`src/rtl/jtag_tap_pkg.sv`:
```
// Shared TAP definitions: the 16-state TAP encoding, default opcodes and the
// fixed low bits loaded into the IR on Capture-IR.
package jtag_tap_pkg;

  typedef enum logic [3:0] {
    ST_EX2_DR   = 4'h0,
    ST_EX1_DR   = 4'h1,
    ST_SH_DR    = 4'h2,
    ST_PAUSE_DR = 4'h3,
    ST_SEL_IR   = 4'h4,
    ST_UPD_DR   = 4'h5,
    ST_CAP_DR   = 4'h6,
    ST_SEL_DR   = 4'h7,
    ST_EX2_IR   = 4'h8,
    ST_EX1_IR   = 4'h9,
    ST_SH_IR    = 4'hA,
    ST_PAUSE_IR = 4'hB,
    ST_RTI      = 4'hC,
    ST_UPD_IR   = 4'hD,
    ST_CAP_IR   = 4'hE,
    ST_TLR      = 4'hF
  } tap_state_t;

  localparam logic [3:0] IDCODE_INSN_DEF = 4'h2;
  localparam logic [3:0] DEBUG_INSN_DEF  = 4'h8;
  localparam logic [3:0] BYPASS_INSN_DEF = 4'hF;

  localparam logic [1:0] IR_CAPTURE_LSBS = 2'b01;

endpackage

```
`src/rtl/jtag_tap_sync.sv`:
```
// Brings tck/tms/tdi into the system clock domain through one shared flop
// chain and turns the synchronized tck into one-cycle rise/fall strobes.
module jtag_tap_sync #(
  parameter int SYNC_STAGES = 2
) (
  input  logic clk_i,
  input  logic rst_ni,
  input  logic tck_i,
  input  logic tms_i,
  input  logic tdi_i,
  output logic tms_s_o,
  output logic tdi_s_o,
  output logic tck_rise_o,
  output logic tck_fall_o
);

  // Bit 3 is a post-reset valid marker travelling with the pin samples.
  logic [SYNC_STAGES-1:0][3:0] stage_q;
  logic [3:0] last_s;
  logic       vld_s;
  logic       tck_s;
  logic       tck_prev_q;
  logic       armed_q;

  always_ff @(posedge clk_i or negedge rst_ni) begin
    if (!rst_ni) begin
      stage_q <= '0;
    end else begin
      stage_q[0] <= {1'b1, tck_i, tms_i, tdi_i};
      for (int i = 1; i < SYNC_STAGES; i++) begin
        stage_q[i] <= stage_q[i-1];
      end
    end
  end

  assign last_s = stage_q[SYNC_STAGES-1];
  assign vld_s  = last_s[3];
  assign tck_s  = last_s[2];

  // Edges count only after a real synchronized low level has been seen, so
  // a tck already high when reset is released never looks like a rise.
  always_ff @(posedge clk_i or negedge rst_ni) begin
    if (!rst_ni) begin
      tck_prev_q <= 1'b0;
      armed_q    <= 1'b0;
    end else begin
      tck_prev_q <= tck_s;
      armed_q    <= armed_q | (vld_s & ~tck_s);
    end
  end

  assign tms_s_o    = last_s[1];
  assign tdi_s_o    = last_s[0];
  assign tck_rise_o = armed_q & tck_s & ~tck_prev_q;
  assign tck_fall_o = armed_q & ~tck_s & tck_prev_q;

endmodule

```
`src/rtl/jtag_tap_sampled.sv`:
```
// Oversampled IEEE 1149.1 TAP controller with IDCODE, BYPASS and DEBUG
// instructions; DEBUG routes the DR scan path through the external debug unit.
module jtag_tap_sampled
  import jtag_tap_pkg::*;
#(
  parameter int                  IR_WIDTH     = 4,
  parameter logic [31:0]         IDCODE_VALUE = 32'h149511c3,
  parameter logic [IR_WIDTH-1:0] IDCODE_INSN  = IR_WIDTH'(IDCODE_INSN_DEF),
  parameter logic [IR_WIDTH-1:0] DEBUG_INSN   = IR_WIDTH'(DEBUG_INSN_DEF),
  parameter logic [IR_WIDTH-1:0] BYPASS_INSN  = IR_WIDTH'(BYPASS_INSN_DEF),
  parameter int                  SYNC_STAGES  = 2
) (
  input  logic wb_clk_i,
  input  logic wb_rst_n_i,
  input  logic tck_pad_i,
  input  logic tms_pad_i,
  input  logic tdi_pad_i,
  output logic tdo_pad_o,
  output logic tdo_oe_o,
  output logic debug_select_o,
  output logic capture_dr_o,
  output logic shift_dr_o,
  output logic update_dr_o,
  output logic debug_tdi_o,
  input  logic debug_tdo_i,
  output logic test_logic_reset_o,
  output logic run_test_idle_o
);

  localparam logic [IR_WIDTH-1:0] IR_CAPTURE = IR_WIDTH'(IR_CAPTURE_LSBS);

  logic tms_s, tdi_s, tck_rise, tck_fall;

  jtag_tap_sync #(
    .SYNC_STAGES (SYNC_STAGES)
  ) u_sync (
    .clk_i      (wb_clk_i),
    .rst_ni     (wb_rst_n_i),
    .tck_i      (tck_pad_i),
    .tms_i      (tms_pad_i),
    .tdi_i      (tdi_pad_i),
    .tms_s_o    (tms_s),
    .tdi_s_o    (tdi_s),
    .tck_rise_o (tck_rise),
    .tck_fall_o (tck_fall)
  );

  tap_state_t state_q, state_d;

  logic [IR_WIDTH-1:0] ir_sr_q, ir_sr_d;
  logic [IR_WIDTH-1:0] ir_latch_q, ir_latch_d;
  logic [31:0]         idcode_sr_q, idcode_sr_d;
  logic                bypass_q, bypass_d;
  logic                tdo_q, tdo_d;
  logic                tdo_oe_q, tdo_oe_d;
  logic                capture_q, capture_d;
  logic                shift_q, shift_d;
  logic                update_q, update_d;
  logic                debug_tdi_q, debug_tdi_d;

  logic sel_idcode, sel_debug, sel_bypass, dr_tdo;

  assign sel_idcode = (ir_latch_q == IDCODE_INSN);
  assign sel_debug  = (ir_latch_q == DEBUG_INSN);
  assign sel_bypass = (ir_latch_q == BYPASS_INSN) || !(sel_idcode || sel_debug);

  always_comb begin
    dr_tdo = bypass_q;
    if (sel_idcode)     dr_tdo = idcode_sr_q[0];
    else if (sel_debug) dr_tdo = debug_tdo_i;
  end

  always_comb begin
    state_d = state_q;
    if (tck_rise) begin
      case (state_q)
        ST_TLR:      state_d = tms_s ? ST_TLR      : ST_RTI;
        ST_RTI:      state_d = tms_s ? ST_SEL_DR   : ST_RTI;
        ST_SEL_DR:   state_d = tms_s ? ST_SEL_IR   : ST_CAP_DR;
        ST_CAP_DR:   state_d = tms_s ? ST_EX1_DR   : ST_SH_DR;
        ST_SH_DR:    state_d = tms_s ? ST_EX1_DR   : ST_SH_DR;
        ST_EX1_DR:   state_d = tms_s ? ST_UPD_DR   : ST_PAUSE_DR;
        ST_PAUSE_DR: state_d = tms_s ? ST_EX2_DR   : ST_PAUSE_DR;
        ST_EX2_DR:   state_d = tms_s ? ST_UPD_DR   : ST_SH_DR;
        ST_UPD_DR:   state_d = tms_s ? ST_SEL_DR   : ST_RTI;
        ST_SEL_IR:   state_d = tms_s ? ST_TLR      : ST_CAP_IR;
        ST_CAP_IR:   state_d = tms_s ? ST_EX1_IR   : ST_SH_IR;
        ST_SH_IR:    state_d = tms_s ? ST_EX1_IR   : ST_SH_IR;
        ST_EX1_IR:   state_d = tms_s ? ST_UPD_IR   : ST_PAUSE_IR;
        ST_PAUSE_IR: state_d = tms_s ? ST_EX2_IR   : ST_PAUSE_IR;
        ST_EX2_IR:   state_d = tms_s ? ST_UPD_IR   : ST_SH_IR;
        ST_UPD_IR:   state_d = tms_s ? ST_SEL_DR   : ST_RTI;
        default:     state_d = ST_TLR;
      endcase
    end
  end

  always_comb begin
    ir_sr_d     = ir_sr_q;
    ir_latch_d  = ir_latch_q;
    idcode_sr_d = idcode_sr_q;
    bypass_d    = bypass_q;
    tdo_d       = tdo_q;
    tdo_oe_d    = tdo_oe_q;
    debug_tdi_d = debug_tdi_q;
    capture_d   = 1'b0;
    shift_d     = 1'b0;
    update_d    = 1'b0;

    // Rising edge: act on the state being left.
    if (tck_rise) begin
      case (state_q)
        ST_CAP_IR: ir_sr_d = IR_CAPTURE;
        ST_SH_IR:  ir_sr_d = {tdi_s, ir_sr_q[IR_WIDTH-1:1]};
        ST_CAP_DR: begin
          if (sel_idcode)      idcode_sr_d = IDCODE_VALUE;
          else if (sel_debug)  capture_d   = 1'b1;
          else if (sel_bypass) bypass_d    = 1'b0;
        end
        ST_SH_DR: begin
          if (sel_idcode) begin
            idcode_sr_d = {tdi_s, idcode_sr_q[31:1]};
          end else if (sel_debug) begin
            shift_d     = 1'b1;
            debug_tdi_d = tdi_s;
          end else if (sel_bypass) begin
            bypass_d    = tdi_s;
          end
        end
        default: ;
      endcase
    end

    // Falling edge: drive tdo and commit updates for the state just entered.
    if (tck_fall) begin
      tdo_oe_d = (state_q == ST_SH_IR) || (state_q == ST_SH_DR);
      tdo_d    = (state_q == ST_SH_IR) ? ir_sr_q[0] : dr_tdo;
      if (state_q == ST_UPD_IR) ir_latch_d = ir_sr_q;
      if (state_q == ST_UPD_DR) update_d   = sel_debug;
    end

    if (state_q == ST_TLR) ir_latch_d = IDCODE_INSN;
  end

  always_ff @(posedge wb_clk_i or negedge wb_rst_n_i) begin
    if (!wb_rst_n_i) begin
      state_q     <= ST_TLR;
      ir_sr_q     <= '0;
      ir_latch_q  <= IDCODE_INSN;
      idcode_sr_q <= '0;
      bypass_q    <= 1'b0;
      tdo_q       <= 1'b0;
      tdo_oe_q    <= 1'b0;
      capture_q   <= 1'b0;
      shift_q     <= 1'b0;
      update_q    <= 1'b0;
      debug_tdi_q <= 1'b0;
    end else begin
      state_q     <= state_d;
      ir_sr_q     <= ir_sr_d;
      ir_latch_q  <= ir_latch_d;
      idcode_sr_q <= idcode_sr_d;
      bypass_q    <= bypass_d;
      tdo_q       <= tdo_d;
      tdo_oe_q    <= tdo_oe_d;
      capture_q   <= capture_d;
      shift_q     <= shift_d;
      update_q    <= update_d;
      debug_tdi_q <= debug_tdi_d;
    end
  end

  assign tdo_pad_o          = tdo_q;
  assign tdo_oe_o           = tdo_oe_q;
  assign debug_select_o     = sel_debug;
  assign capture_dr_o       = capture_q;
  assign shift_dr_o         = shift_q;
  assign update_dr_o        = update_q;
  assign debug_tdi_o        = debug_tdi_q;
  assign test_logic_reset_o = (state_q == ST_TLR);
  assign run_test_idle_o    = (state_q == ST_RTI);

endmodule

```
`config.mk`:
```
export PLATFORM = sky130hd
export DESIGN_NAME = jtag_tap_sampled
export DESIGN_NICKNAME = d
export VERILOG_FILES = /design/src/rtl/jtag_tap_pkg.sv /design/src/rtl/jtag_tap_sync.sv /design/src/rtl/jtag_tap_sampled.sv
export SDC_FILE = /design/constraint.sdc
export NUM_CORES = 1
export LEC_CHECK = 0
export BUFFER_PORTS_ARGS = -buffer_cell sky130_fd_sc_hd__buf_4
export CORE_UTILIZATION = 56
export CTS_BUF_LIST = sky130_fd_sc_hd__clkbuf_2
export CTS_CLUSTER_DIAMETER = 120
export DETAILED_ROUTE_END_ITERATION = 16
export MAX_ROUTING_LAYER = met4
export PLACE_DENSITY = 0.74
export SLEW_MARGIN = 20
export SYNTH_ARGS = -nofsm -noshare
export SYNTH_HDL_FRONTEND = slang
export SYNTH_SLANG_ARGS = --single-unit
```
`constraint.sdc`:
```
create_clock -name wb_clk_i -period 3.05 [get_ports wb_clk_i]
set_clock_uncertainty 0.15 [all_clocks]
set_input_delay 0.7625 -clock wb_clk_i [delete_from_list [all_inputs] [get_ports wb_clk_i]]
set_output_delay 0.7625 -clock wb_clk_i [all_outputs]
set_load 0.01 [all_outputs]
```
==> out/qor.yml <==
cpMaxStageDelayCell: "dfstp_2"
critPathKind: "flip-flop to output port"
placed_cell_area_mm2: 0.002770
min_path_type: "input pin to asynchronous set/reset pin"
clk_latency_ns: 0.45
cp_num_cells: 3
post_cts.repair.setup_buffers: 0
dr.pass1.iters: 6
seqCellArea_mm2: 0.001533
numCtsBuffers: 9
startpoint_type: "flip-flop"
crit_path_end: "test_logic_reset_o"
synth.yosys.seq_area_share: 0.5732
crit_chain: "nand3_1 > nor2_1 > buf_4"
peakVddDrop_mv: 0.3955
wl_um: 4534
cts_hold_buf: 0
synth_area_per_cell_um2: 10.24
drv_cap: 0
holdWs_ns: 0.1995
cp_num_buf_inv: 1
core_area_mm2: 0.004474
yosys_warnings: 0
clkSinkCount: 61
grt_pass1_vias: 1671
gp_congestion: 0.7924
portBuffers: 14
p_per_area_mw_per_mm2: 713.1
setup_viol: 0
drt_iter0_markers: 119
ant_nets: 0
max_freq_mhz: 378.2
die_y_um: 71.10
cp.required_ns: 2.14
layout_min_cycle_time_ns: 2.644
io_pins: 15
report.final.slew_viol_count: 0
synth_largest_area_cell: "dfrtp_1"
max_stage_delay_ns: 0.73
design_area_mm2: 0.002873
arrival_ns: 1.73
fin_ws_ns: 0.4058
tightest_slew_ns: 0.7316
regToRegSetupSlack_ns: 0.56
start_util: 0.5976
critPathLaunch: "state_q[2]$_DFFE_PN1P_"
gr-total-overflow: 0
fp.dieArea_mm2: 0.005055
track_usage: 0.2115
cts_root_buf: "clkbuf_2"
tns_ns: 0
grt_pass1_wl_um: 7838
path_clk_slew_ns: 0.16
ys_seq_elements: 61
multiInputGateArea_mm2: 0.001011
synth.distinct_cells: 38
ys_async_sr_fraction: 1.000
antenna_cells: 0
path_max_fanout: 17
synth_flop_cell: "dfrtp_1"
cp-end-kind: "output port"
status: "finished clean"
synth.area.top_cells: "dfrtp_1 (52%), o21ai_2 (9.2%), nand2_1 (8.7%)"
wl_per_cell_um: 13.66
dp_slack_ns: 0.5711
rows: 24
synth_edf_count: 0
synth_most_common_cell: "nand2_1"
post_cts_resize_count: 0
cts_max_level: 3
cts_tree: "built"
drc_errors: 0
rsz0062_at_grt: "no"
period_share: 0.8669
die-width_um: 71.10
nNetsFinal: 281
postSynthCellCount: 261
cp_top_family: "flip-flops"
rr_endpoint: "idcode_sr_q[26]$_DFFE_PN0P_"
slew_headroom: 0.5085
cellLeakagePower_nw: 1.319
report.final.hold_viol_count: 0
rr_startpoint: "ir_latch_q[0]$_DFFE_PN0P_"
syn_to_final_growth_pct: 7.441
antenna_found_initial: 0
layout-drive-gt1-share: 0.2536
vias_per_cell: 5.485
vias: 1821
yosys-top-cells-count: "nand2_1 (62), dfrtp_1 (56), o21ai_2 (28), nor2_1 (19), o21ai_0 (11)"
syn_nets: 267
dpl.hpwl_um: 2890
reg2reg_depth: 5
synth_top_area_share: 0.5241
syn_area_mm2: 0.002674
grt_max_degree: 65
nFillCells: 374
clockBufferDepth: 2
-- state kept, by name, summed over array words and instances, names as in the netlist, 4 cells and up --
name / cells
u_sync.last_s: 4
idcode_sr_q: 32
ir_sr_q: 4
state_q: 4
u_sync.stage_q: 4
ir_latch_q: 4
-- cell usage in the layout, fill, tap and decap left out, types with 2 or more instances in the layout --
| cell | Yosys | final |
|---|---|---|
| nor3_1 | 7 | 6 |
| clkbuf_2 | 0 | 13 |
| dfrtp_1 | 56 | 56 |
| inv_1 | 7 | 7 |
| a21oi_1 | 5 | 5 |
| clkinv_1 | 0 | 2 |
| nand3_1 | 2 | 2 |
| nor4b_1 | 3 | 3 |
| o21ai_1 | 4 | 4 |
| nand4_1 | 2 | 2 |
| a22oi_1 | 3 | 3 |
| o31ai_1 | 3 | 3 |
| o21ai_0 | 11 | 11 |
| nor2_1 | 19 | 19 |
| or3_1 | 2 | 2 |
| nand3b_1 | 5 | 5 |
| nand2b_1 | 2 | 2 |
| buf_4 | 0 | 18 |
| dfstp_2 | 5 | 5 |
| nand2_1 | 62 | 62 |
| mux2_2 | 2 | 2 |
| o21ai_2 | 28 | 28 |
| and3_1 | 3 | 3 |
-- per-layer routing --
layer	up-vias	part of all wire	GRT usage
met1	849	0.49	0.2917
met2	44	0.46	0.2981
li1	921	-	-
met5	-	0	-
met4	0	0.011	0.09556
met3	7	0.041	0.05128
-- cell type report --
class                      count  share of cell area
clock buffer                  13             0.02265
clock inverter                 3             0.01307
inverter                       7            0.009146
multi-input combinational    178              0.3519
sequential                    61              0.5335
tap                           52             0.02265
timing repair buffer          18             0.04704
-- power breakdown --
group,switching [mW],internal (mW)
sequential,0.190,0.977
combinational,0.222,0.199
clock,0.262,0.199
total,0.674,1.37
-- stage by stage --
stage | power (mW) | cells | util
final | 2.049 | 332 | 0.6421
after global routing | 2.174 | 332 | 0.6421
after CTS | 2.066 | 332 | 0.6421
after detailed placement | 1.603 | 316 | 0.6191
after global placement | 1.581 | 316 | 0.6191
after floorplan | 1.450 | 261 | -
-- worst min path at each step --
stage / endpoint / slack (ns) / cells past startpoint / startpoint
final: ir_latch_q[0]$_DFFE_PN0P_ / 0.20 / 1 / wb_rst_n_i
after global routing: u_sync.stage_q[2]$_DFF_PN0_ / 0.20 / 1 / tck_pad_i
after CTS: ir_latch_q[0]$_DFFE_PN0P_ / 0.19 / 1 / wb_rst_n_i
after detailed placement: u_sync.last_s[1]$_DFF_PN0_ / 0.19 / 0 / u_sync.stage_q[1]$_DFF_PN0_
after global placement: u_sync.last_s[3]$_DFF_PN0_ / 0.18 / 0 / u_sync.stage_q[3]$_DFF_PN0_
after floorplan: u_sync.last_s[0]$_DFF_PN0_ / 0.18 / 0 / u_sync.stage_q[0]$_DFF_PN0_
-- cells by family (layout without fill, tap and decap cells) --
kind of cell / Yosys count / in the layout / synth area share
xor gates and xnor gates: 1 / 1 / 0.003276
muxes: 3 / 3 / 0.01217
AOI/OAI and AO/OA: 61 / 61 / 0.1685
other: 1 / 1 / 0.001402
and+or+nand+nor: 112 / 112 / 0.1905
buffers and inverters: 22 / 41 / 0.05101
DFF: 61 / 61 / 0.5732
No activity file was read; power rests on OpenSTA's default activity.
